## config.mk

```make
export PLATFORM = sky130hd
export DESIGN_NAME = elastic_pipeline
export DESIGN_NICKNAME = d
export VERILOG_FILES = /design/src/rtl/elastic_pipeline.sv
export SDC_FILE = /design/constraint.sdc
export NUM_CORES = 1
export LEC_CHECK = 0
export CAP_MARGIN = 20
export CORE_MARGIN = 2
export CORE_UTILIZATION = 46
export DETAILED_ROUTE_END_ITERATION = 8
export GPL_TIMING_DRIVEN = 0
export PLACE_DENSITY = 0.71
export SLEW_MARGIN = 20
export SYNTH_ARGS = -nofsm -noshare
export SYNTH_HDL_FRONTEND = slang
export SYNTH_SLANG_ARGS = --single-unit
export TNS_END_PERCENT = 100
```

## constraint.sdc

```tcl
create_clock -name i_clk -period 1.6 [get_ports i_clk]
set_input_delay 0.16 -clock i_clk [delete_from_list [all_inputs] [get_ports i_clk]]
set_output_delay 0.16 -clock i_clk [all_outputs]
set_load 0.02 [all_outputs]
```

## src/rtl/elastic_pipeline.sv

```systemverilog
// Elastic valid/ready register pipeline with bubble collapse, flush and occupancy count.
// Each stage advances independently when it is empty or its downstream neighbour advances.
module elastic_pipeline #(
  parameter int p_width = 32,
  parameter int p_depth = 3
) (
  input  logic                             i_clk,
  input  logic                             i_rst,
  input  logic                             i_valid,
  output logic                             o_ready,
  input  logic [p_width-1:0]               i_data,
  output logic                             o_valid,
  input  logic                             i_ready,
  output logic [p_width-1:0]               o_data,
  input  logic                             i_flush,
  output logic [$clog2(p_depth+1)-1:0]     o_count
);

  localparam int CW = $clog2(p_depth + 1);

  logic [p_depth-1:0] valid_q, valid_d;
  logic [p_depth-1:0] adv;
  logic [p_width-1:0] data_q [p_depth];
  logic [p_width-1:0] data_d [p_depth];

  // Stage k's input is chain element k: element 0 is the upstream port.
  logic [p_depth:0]   chain_v;
  logic [p_width-1:0] chain_d [p_depth+1];

  // Running OR from the output side: a stage may advance if it or any later stage
  // is empty, or the downstream sink is ready.
  always_comb begin : adv_chain
    logic free;
    adv  = '0;
    free = i_ready;
    for (int unsigned i = 0; i < p_depth; i++) begin
      free                 = free | ~valid_q[p_depth-1-i];
      adv[p_depth-1-i]     = free;
    end
  end

  always_comb begin
    chain_v    = {valid_q, i_valid};
    chain_d[0] = i_data;
    for (int unsigned k = 0; k < p_depth; k++) begin
      chain_d[k+1] = data_q[k];
    end

    valid_d = valid_q;
    data_d  = data_q;
    for (int unsigned k = 0; k < p_depth; k++) begin
      if (adv[k]) begin
        valid_d[k] = chain_v[k];
        if (chain_v[k] && !i_flush) begin
          data_d[k] = chain_d[k];
        end
      end
    end
    if (i_flush) begin
      valid_d = '0;
    end
  end

  always_ff @(posedge i_clk) begin
    if (i_rst) begin
      valid_q <= '0;
      for (int unsigned k = 0; k < p_depth; k++) begin
        data_q[k] <= '0;
      end
    end else begin
      valid_q <= valid_d;
      for (int unsigned k = 0; k < p_depth; k++) begin
        data_q[k] <= data_d[k];
      end
    end
  end

  always_comb begin
    o_count = '0;
    for (int unsigned k = 0; k < p_depth; k++) begin
      o_count = o_count + CW'(valid_q[k]);
    end
  end

  assign o_ready = adv[0];
  assign o_valid = valid_q[p_depth-1];
  assign o_data  = data_q[p_depth-1];

endmodule
```

==> results.yml <==
die:
  die_height_um: 100
  core.rowCount: 35
  core_area_um2: 9110
  initial_utilization: 0.468
  floorplan.die.width_um: 100
  design.die.area_um2: 10100
  count_of_boundary_i_o_pins: 73
worst_setup_path:
  setup.worst_path.class: "flip-flop to output pin"
  reg2reg_depth: 5
  max_incr_delay_on_cp_ns: 0.59
  cp_data_arrival_time_ns: 1.40
  timing.critical_path.fanout_max: 2
  critPathRequiredTime_ns: 1.44
  critPathTopFamily: "buffers and inverters"
  critPathCaptureType: "output pin"
  master_of_the_slowest_instance_on_the_critical_path: "clkdlybuf4s50_1"
  path_buf_inv: 2
  crit_path_cell_trace: "buf_4 -> clkdlybuf4s50_1"
  start_kind: "flip-flop"
  cp.depth: 2
sta:
  rsz_0062_raised_after_global_routing: "yes"
  worst_slack_on_hold_paths_ns: 0.143
  layout_setup_ws_ns: 0.0423
  final_hold_viol_count: 0
  worst_pin_slew_ns: 0.492
  final.period_utilization: 0.974
  maxSlewHeadroom: 0.672
  setup-violations-final: 0
  skew_ns: 0.0115
  clock.fmax_ghz: 0.642
  slew_violations: 0
  fin_crit_ns: 1.56
final_layout:
  final_layout_size_suffix_gt1_frac: 0.137
  layout.nets: 560
  fin_area_um2: 5390
  antenna_cells_inserted: 0
  non_filler_instances: 636
  area_growth_syn_to_layout_pct: 26.4
placement:
  placed_area_um2: 5100
  hpwlAfterDp_mm: 6.29
  post-place-ws_ns: -0.350
  placedCellCount: 620
  place.port_buffers: 70
  globalplace.congestion: 0.837
global_route:
  via_count_of_the_first_global_routing_pass: 3084
  overflow: 0
  gr-usage-all-layers: 0.186
  grt_max_degree: 16
  antenna_found_initial: 0
  grt_pass1_wl_mm: 14.9
clocking:
  ctsHoldBuffers: 0
  clk_pin_slew_worst_paths_ns: 0.09
  clock_latency_on_the_worst_skew_pair_ns: 0.35
  cts_made_buffers: 9
  cts_tree: "yes"
  cts.htree.levels: 3
  clock_tree.buffer_depth: 2
  root_buffer_master: "clkbuf_8"
  clock-sinks: 99
drt:
  routed-wl-met3_um: 291
  met2_wire_len_mm: 4.24
  drt_wl_total_mm: 9.08
  detailedRoute.firstIterationViolations: 101
  route.detailed.drc: 0
  routed-via-count: 3135
  drt_pass1_iterations: 4
  top_layer: "met4"
  wl_on_met1_mm: 4.46
  wire_per_inst_um: 14.3
  avgViaCountPerCell: 4.93
  antenna_left: 0
synthesis:
  synthTopCellsByArea: "dfxtp_1, mux2i_1, nand2b_1"
  synth.most_common_cell: "dfxtp_1"
  synth_enable_flop_cells: 0
  commonest_register_cell_after_synthesis: "dfxtp_1"
  synth-seq-cells: 99
  synth_largest_type_area_fraction: 0.465
  mappedNetlistArea_um2: 4260
  syn-instance-count: 439
  syn-num-nets: 477
  netlist-cell-type-count: 21
  post_synth_most_frequent_cells: "dfxtp_1, nand2b_1, mux2i_1, buf_4"
  synthesis.yosys.warnings: 0
  avgSynthCellArea_um2: 9.71
  async_reset_ff_frac: 0
  yosysSeqAreaShare: 0.465
  post-synth-top-area-cell: "dfxtp_1"
outcome:
  result_of_the_run: "finished, final reports clean"
power:
  power_leakage_nw: 2.20
  report.power.total_mw: 4.61
  power_density_nw_per_um2: 855
  power.ir.vdd_worst_uv: 519
hold_path:
  min-delay-path-class: "input pin to flip-flop"
  hold-path-cell-count: 2
run:
  max_cap_violations: 0
cell families (layout without fill, tap and decap cells):
kind of cell               count (synthesis)  in the layout  share of synthesized area
buffers and inverters                     70            156                      0.101
adders and majority gates                  1              1                    0.00470
DFF                                       99             99                      0.465
and+or+nand+nor                          136            136                      0.190
muxes                                     64             64                      0.150
AOI/OAI and AO/OA                         69             69                     0.0892
routing by layer:
metal / track usage / vias to the layer above
li1: - / 1610
met2: 0.315 / 55
met3: 0.0258 / 8
met1: 0.246 / 1462
met5: 0 / -
met4: 0.0537 / 0
power breakdown:
group | total, mW | leakage [nW] | internal (mW) | switching (mW)
sequential | 2.52 | 0.803 | 2.51 | 0.0157
clock | 1.74 | 0.104 | 0.910 | 0.827
combinational | 0.347 | 1.29 | 0.194 | 0.153
layout by cell type, fill, tap and decap left out, drive strengths merged:
master	count
dfxtp	99
nand2b	98
mux2i	64
clkdlybuf4s50	56
buf	51
nand3	33
a21oi	33
o21ai	32
clkbuf	32
dlymetal6s2s	11
inv	2
nor3	2
bufinv	2
nor2b	2
a211oi	2
a311oi	1
a211o	1
nor2	1
fa	1
clkinvlp	1
clkinv	1
final cells by class:
type                            instances  area (µm²)
Buffer                                 68         448
Clock buffer                           10         138
Clock inverter                          4        76.3
Fill cell                             827        3720
Inverter                                2        7.51
Multi-Input combinational cell        270        1860
Sequential cell                        99        1990
Tap cell                              111         139
Timing Repair Buffer                   72         734
path summary, 6_finish.rpt:
| kind | slack, ns | start | end |
|---|---|---|---|
| setup / recovery | 0.04 | o_data[10] | o_data[10] |
| hold reg to reg | 0.46 | chain_d[32] | o_data[0] |
| hold / removal | 0.14 | i_flush | valid_q[2] |
| setup reg to reg | 0.07 | valid_q[2] | chain_d[59] |
stage by stage:
stage | TNS (ns) | util
detailed placement | -18.55 | 0.560
global route | -0.0105 | 0.592
floorplan | 0 | -
global placement | -17.67 | 0.560
finish | 0 | 0.592
CTS | 0 | 0.586
state kept, by name (all words and copies together), names as in the netlist:
register	cells
chain_d	64
o_data	32
valid_q	3
repair_timing:
| action | 4_1_cts | 5_1_grt |
|---|---|---|
| pin swaps | 1 | 0 |
| resized for setup | 13 | 28 |
| endpoints found under the setup margin | 44 | 51 |
| setup buffers | 2 | 0 |
No activity file was read; power rests on OpenSTA's default activity.
